==> config.mk <==
export PLATFORM = sky130hd
export DESIGN_NAME = f32_delta_stage
export DESIGN_NICKNAME = d
export VERILOG_FILES = /design/src/rtl/f32_delta_stage.sv
export SDC_FILE = /design/constraint.sdc
export NUM_CORES = 1
export LEC_CHECK = 0
export BUFFER_PORTS_ARGS = -buffer_cell sky130_fd_sc_hd__buf_2
export CORE_MARGIN = 8
export CORE_UTILIZATION = 28
export DETAILED_ROUTE_END_ITERATION = 10
export SLEW_MARGIN = 20
export SYNTH_ARGS = -nofsm -noshare
export SYNTH_HDL_FRONTEND = slang
export SYNTH_SLANG_ARGS = --single-unit
==> constraint.sdc <==
create_clock -name clk -period 2.8 [get_ports clk]
set_clock_uncertainty 0.1 [all_clocks]
set_input_delay 0.28 -clock clk [delete_from_list [all_inputs] [get_ports clk]]
set_output_delay 0.28 -clock clk [all_outputs]
set_load 0.02 [all_outputs]
==> src/rtl/f32_delta_stage.sv <==
`default_nettype none
// ============================================================================
// Module      : f32_delta_stage
// Description : Pairs each binary32 sample with its predecessor for an x - y
//               subtractor, via a 2-entry registered output FIFO.
// Revision    : 1.0
// ============================================================================
module f32_delta_stage #(
    parameter int FIRST_MODE = 0,
    parameter int COUNT_W    = 16
) (
    input  logic               clk,
    input  logic               rst_n,
    input  logic               clear,
    input  logic               in_valid,
    output logic               in_ready,
    input  logic [31:0]        in_data,
    input  logic               in_last,
    output logic               out_valid,
    input  logic               out_ready,
    output logic [31:0]        out_x,
    output logic [31:0]        out_y,
    output logic               out_first,
    output logic               out_last,
    output logic [COUNT_W-1:0] frame_pairs,
    output logic [COUNT_W-1:0] nan_count
);

    localparam int c_ENTRY_W = 66;

    typedef enum logic [0:0] {
        S_EMPTY  = 1'b0,
        S_PRIMED = 1'b1
    } state_t;

    state_t               state_q, state_d;
    logic [31:0]          prev_q, prev_d;
    logic [c_ENTRY_W-1:0] head_q, head_d;
    logic [c_ENTRY_W-1:0] tail_q, tail_d;
    logic [1:0]           cnt_q, cnt_d;
    logic [COUNT_W-1:0]   fcnt_q, fcnt_d;
    logic [COUNT_W-1:0]   fpairs_q, fpairs_d;
    logic [COUNT_W-1:0]   nan_q, nan_d;

    logic                 w_accept;
    logic                 w_pop;
    logic                 w_push;
    logic                 w_is_nan;
    logic [c_ENTRY_W-1:0] w_new_entry;
    logic [COUNT_W-1:0]   w_fcnt_inc;

    // Reset gates in_ready so it reads 0 while rst_n is held low.
    assign in_ready  = rst_n & ~clear & (cnt_q != 2'd2);
    assign out_valid = (cnt_q != 2'd0);
    assign w_accept  = in_valid & in_ready;
    assign w_pop     = out_valid & out_ready;
    assign w_is_nan  = (&in_data[30:23]) & (|in_data[22:0]);

    assign out_x       = head_q[65:34];
    assign out_y       = head_q[33:2];
    assign out_first   = head_q[1];
    assign out_last    = head_q[0];
    assign frame_pairs = fpairs_q;
    assign nan_count   = nan_q;

    always_comb begin
        state_d     = state_q;
        prev_d      = prev_q;
        w_push      = 1'b0;
        w_new_entry = {in_data, prev_q, 1'b0, in_last};
        if (w_accept) begin
            prev_d  = in_data;
            state_d = in_last ? S_EMPTY : S_PRIMED;
            if (state_q == S_PRIMED) begin
                w_push = 1'b1;
            end else if (FIRST_MODE == 1) begin
                w_push      = 1'b1;
                w_new_entry = {in_data, 32'h0000_0000, 1'b1, in_last};
            end
        end

        head_d = head_q;
        tail_d = tail_q;
        cnt_d  = cnt_q;
        case (cnt_q)
            2'd0: begin
                if (w_push) begin
                    head_d = w_new_entry;
                    cnt_d  = 2'd1;
                end
            end
            2'd1: begin
                if (w_push && w_pop) begin
                    head_d = w_new_entry;
                end else if (w_push) begin
                    tail_d = w_new_entry;
                    cnt_d  = 2'd2;
                end else if (w_pop) begin
                    cnt_d  = 2'd0;
                end
            end
            default: begin
                if (w_pop) begin
                    head_d = tail_q;
                    cnt_d  = 2'd1;
                end
            end
        endcase

        w_fcnt_inc = fcnt_q + {{(COUNT_W-1){1'b0}}, w_push};
        fcnt_d     = fcnt_q;
        fpairs_d   = fpairs_q;
        nan_d      = nan_q;
        if (w_accept) begin
            if (in_last) begin
                fpairs_d = w_fcnt_inc;
                fcnt_d   = '0;
            end else begin
                fcnt_d   = w_fcnt_inc;
            end
            if (w_is_nan && !(&nan_q)) begin
                nan_d = nan_q + 1'b1;
            end
        end

        // Flush wins over any accept or pop in the same cycle.
        if (clear) begin
            state_d  = S_EMPTY;
            prev_d   = '0;
            head_d   = '0;
            tail_d   = '0;
            cnt_d    = 2'd0;
            fcnt_d   = '0;
            fpairs_d = '0;
            nan_d    = '0;
        end
    end

    always_ff @(posedge clk or negedge rst_n) begin
        if (!rst_n) begin
            state_q  <= S_EMPTY;
            prev_q   <= '0;
            head_q   <= '0;
            tail_q   <= '0;
            cnt_q    <= 2'd0;
            fcnt_q   <= '0;
            fpairs_q <= '0;
            nan_q    <= '0;
        end else begin
            state_q  <= state_d;
            prev_q   <= prev_d;
            head_q   <= head_d;
            tail_q   <= tail_d;
            cnt_q    <= cnt_d;
            fcnt_q   <= fcnt_d;
            fpairs_q <= fpairs_d;
            nan_q    <= nan_d;
        end
    end

endmodule
`default_nettype wire

* Word-level counts from Yosys, hierarchy flattened *
Index checks and enable logic that the tools add are counted.

word-level totals
  register bits = 215
  input bits = 38
  output and inout port bits = 100

cells by class
  $add $sub $neg = 2
  eq/ne operators = 7
  mux-type cells = 31
  bitwise gates (word level) = 6
  reduce and logical (&&, ||, !) cells = 19

operators by type and width
  kind                                                  number
  two-way mux 66 bit                                    7
  two-way mux 16 bit                                    9
  one-hot mux 66 bit (2 select lines)                   1
  two-way mux 32 bit                                    2
  OR reduction 23 bit                                   1
  adder 16 x 1 -> 16 bit                                1
  adder 16 x 1 -> 16 bit (second input constant)        1
  AND reduction 16 bit                                  1
  two-way mux 2 bit                                     6
  nonzero test 2 bit                                    6
  inequality test 3 bit (second input constant)         3
  AND reduction 8 bit                                   1
  AND reduction 3 bit                                   2
  bitwise AND 1 bit                                     5
  two-way mux 1 bit                                     5
  inequality test 2 bit (second input constant)         2
  inequality test 4 bit (second input constant)         1
  one-hot mux 2 bit (2 select lines)                    1
  AND reduction 2 bit                                   2
  AND reduction 4 bit                                   1
  nonzero test 4 bit                                    1
  equality test 2 x 1 -> 1 bit (second input constant)  1
  logical AND 1 bit                                     2
  logical NOT 2 bit                                     1
  2 further kinds                                       2

* Depth between registers and ports, before layout *
  depth in word-level cells = 9
  depth in mapped cells = 10
  depth with buffers taken out = 9

* Worst setup path after synthesis *
OpenSTA, ideal clock, no wires.

  path kind = register to register
  start = reg cnt_q[1]
  end = reg fcnt_q[15]
  setup time = 119 ps
  arrival time = 2,123 ps
  setup slack = 458 ps
  cell stages (with the launch flop) = 11
  cell sequence = dfrtp_1 -> buf_2 -> nand2b_2 -> nand4_1 -> inv_1 -> ha_1 -> inv_1 -> or4_4 -> nor3_4 -> o221a_2 -> nor2_1

on the way
  cells in the longest elaborated chain, start to end = 8

RTL lines
  item                     line  text
  start, declared          40    logic [1:0] cnt_q, cnt_d;
  start signal, assigned   154   cnt_q <= cnt_d;
  inequality test 2 bit *  53    assign in_ready = rst_n & ~clear & (cnt_q != 2'd2);
  bitwise AND 1 bit *      53
  bitwise AND 1 bit *      55    assign w_accept = in_valid & in_ready;
  two-way mux 1 bit        71    if (w_accept) begin
  adder 16 x 1 -> 16 bit   110   w_fcnt_inc = fcnt_q + {{(COUNT_W-1){1'b0}}, w_push};
  two-way mux 16 bit       115   if (in_last) begin
  two-way mux 16 bit       114   if (w_accept) begin
  two-way mux 16 bit       127   if (clear) begin
  end signal, assigned     155   fcnt_q <= fcnt_d;
  end, declared            41    logic [COUNT_W-1:0] fcnt_q, fcnt_d;

Every way passes the cells marked *; elsewhere a longest branch is shown, timed or not. The select of a mux whose other input is x is not followed.
A chain may end at the register's enable or synchronous reset.

* Final worst setup path *
  start = in rst_n
  end = reg fcnt_q[15]

on the way
  cells in the longest elaborated chain, start to end = 8

RTL lines
  item                               line  text
  start, declared                    13    input logic rst_n,
  bitwise AND 1 bit * (2 in series)  53
  bitwise AND 1 bit *                55
  two-way mux 1 bit                  71
  adder 16 x 1 -> 16 bit             110
  two-way mux 16 bit                 115
  two-way mux 16 bit                 114
  two-way mux 16 bit                 127

Marks and branches as above.

==> impl_metrics.env <==
export IMPL_status="completed"
export IMPL_cts_tree="yes"
export IMPL_die_w_um=203
export IMPL_hpwl_mm=17.8
export IMPL_layout_common_cells="278 x nand2_1, 212 x dfrtp_1, 134 x buf_2"
export IMPL_rr_worst_depth=6
export IMPL_ant_nets=0
export IMPL_stdcell_count=1635
export IMPL_drt_iter0_markers=472
export IMPL_placedCellCount=1556
export IMPL_hold_path_class="input port to flop"
export IMPL_vias=7968
export IMPL_clock_path_buffers=3
export IMPL_rows=68
export IMPL_power_uw=7060
export IMPL_synth_nets=1059
export IMPL_p_leak_uw=0.00536
export IMPL_worst_slack_ns=0.212
export IMPL_routed_wl_mm=27.9
export IMPL_max_slew_worst_pin_slew_ns=0.961
export IMPL_first_pass_iters=5
export IMPL_rsz0062_at_grt="no"
export IMPL_synth_top_cell_area_share_pct=54.4
export IMPL_htree_levels=1
export IMPL_layout_min_cycle_time_ns=2.59
export IMPL_syn_area_sq_um=9790
export IMPL_grt_max_degree=76
export IMPL_first_global_vias=7941
export IMPL_min_path_cells=3
export IMPL_fin_nets=1204
export IMPL_ys_seq_area_share_pct=54.4
export IMPL_crit_type="input port to flop"
export IMPL_setup_viol=0
export IMPL_cts_buffers=26
export IMPL_viasPerCell=4.87
export IMPL_antenna_found_initial=2
export IMPL_avgSynthCellArea_sq_um=9.62
export IMPL_finalCritPeriodShare_pct=92.4
export IMPL_start_util_pct=28.4
export IMPL_core_sq_um=34500
export IMPL_drc_errors=0
export IMPL_die_area_sq_um=41200
export IMPL_routedWlPerCell_um=17.1
export IMPL_numClockSinks=213
export IMPL_endpoint_kind="flop"
export IMPL_final_common_cell="nand2_1"
export IMPL_num_antenna_cells=0
export IMPL_cts_root_buffer="clkbuf_16"
export IMPL_clk_pin_slew_worst_paths_ns=0.06
export IMPL_irDropWorstVdd_v=0.000414
export IMPL_syn_inst=1018
export IMPL_io_pins=138
export IMPL_dieHeight_um=203
export IMPL_area_delta_synth_final_pct=24.4
export IMPL_io_buffers=136
export IMPL_slew_viol_final=0
export IMPL_gp_congestion=0.788
export IMPL_worstPathArrival_ns=2.90
export IMPL_post_cts_buffers=0
export IMPL_place_ws_ns=0.271
export IMPL_crit_fanout=6
export IMPL_cp_required_ns=3.11
export IMPL_ys_types=56
export IMPL_final_hold_viol_count=0
export IMPL_yosysWarnings=0
export IMPL_drive_gt1_share_pct=19.6
export IMPL_synth_top_cell_by_area="dfrtp_1"
export IMPL_regToRegSetupSlack_ns=0.34
export IMPL_grt_pass1_wl_mm=45.2
export IMPL_synth_area_leaders="dfrtp_1 54%, nand2_1 11%, mux2i_1 6.6%"
export IMPL_fin_tns_setup_ns=0
export IMPL_synth_seq_cells=213
export IMPL_grt_usage_pct=13.3
export IMPL_drv_cap=0
export IMPL_relSlewSlack_pct=36.0
export IMPL_overflow=0
export IMPL_worstSkewPairLatency_ns=0.53
export IMPL_cp_start_kind="input port"
export IMPL_fmax_mhz=386
export IMPL_power_density_nw_per_um2=580
export IMPL_holdWs_ns=0.0518
registers in the layout (all words and copies together), names as in the netlist:
signal	flops
head_q	65
tail_q	65
prev_q	32
fcnt_q	16
frame_pairs	16
nan_count	16
cnt_q	2
state_q	1
stage by stage:
step | util [%] | cell area [sq um]
2_1_floorplan | - | 9790
3_3_place_gp | 31.9 | 11000
3_5_place_dp | 31.9 | 11000
4_1_cts | 35.3 | 12200
5_1_grt | 35.3 | 12200
6_report | 35.3 | 12200
layer usage:
layer	vias up	share of wire (%)	GRT usage, %	routed length (um)
li1	3841	-	-	-
met1	3897	46	18.0	12800
met2	191	46	20.9	12700
met5	-	0.082	0	23
met4	4	1.4	2.38	389
met3	35	7.3	3.83	2040
Yosys cell counts, drive strengths merged:
cell type and n:
dfrtp 213, buf 38, and3 3, or4 8, inv 10, ha 3
a31oi 2, o311ai 2, nand3 62, conb 1, o31ai 80, o41a 1
nor4 14, o21ai 35, or2 3, a311o 1, nand2b 3, o221a 1
nand3b 1, a211oi 2, and4 1, nor2b 4, or3 4, o211ai 3
a21o 1, clkbuf 42, nor2 14, nor3 5, nand4b 1, nand2 279
o31a 1, xor2 9, mux2 3, xnor2 6, a31o 5, nor3b 1
o21a 2, a21oi 78, and2 1, nand4 10, mux2i 65
path summary, 6_finish.rpt:
path,from,endpoint
worst min register to register,head_q[16]$_DFFE_PN0P_,head_q[16]$_DFFE_PN0P_
max in group asynchronous,rst_n,tail_q[63]$_DFFE_PN0P_
min in group asynchronous,rst_n,tail_q[16]$_DFFE_PN0P_
worst max-delay path,rst_n,fcnt_q[15]$_DFFE_PN0P_
worst max register to register,cnt_q[1]$_DFFE_PN0P_,head_q[9]$_DFFE_PN0P_
worst min-delay path,out_ready,cnt_q[1]$_DFFE_PN0P_
final cells by class:
| class | instances | area (sq um) |
|---|---|---|
| Timing Repair Buffer | 197 | 1310 |
| Tap cell | 455 | 569 |
| Clock inverter | 9 | 106 |
| Multi-Input combinational cell | 715 | 4090 |
| Sequential cell | 213 | 5330 |
| Clock buffer | 36 | 728 |
| Fill cell | 3526 | 22300 |
| Inverter | 10 | 37.5 |
critical path, stage by stage:
cell and delay (ns):
dlygate4sd3_1 0.56, buf_8 0.13, nor2b_2 0.26, nand4_1 0.15, inv_1 0.11, ha_1 0.23
inv_1 0.11, or4_4 0.57, nor3_4 0.25, o221a_2 0.21, nor2_1 0.04
cells by family after synthesis:
group | count (synthesis) | synth area share, %
flops | 213 | 54.4
other cells | 1 | 0.0383
fa+ha+maj | 3 | 0.383
buf+inv | 90 | 4.01
xor+xnor | 15 | 1.34
mux | 68 | 6.99
compound gates | 214 | 13.8
simple gates | 414 | 19.0
power breakdown:
| part | switching (uW) | internal (uW) | total, uW |
|---|---|---|---|
| Clock | 1300 | 1990 | 3290 |
| Sequential | 55.0 | 3160 | 3220 |
| Combinational | 381 | 178 | 559 |
| Total | 1730 | 5330 | 7060 |
timing repair:
action,in CTS,in global routing
resized for setup,0,0
hold buffers,34,0
endpoints found under the hold margin,208,0
Power figures use the tool's default switching activity.
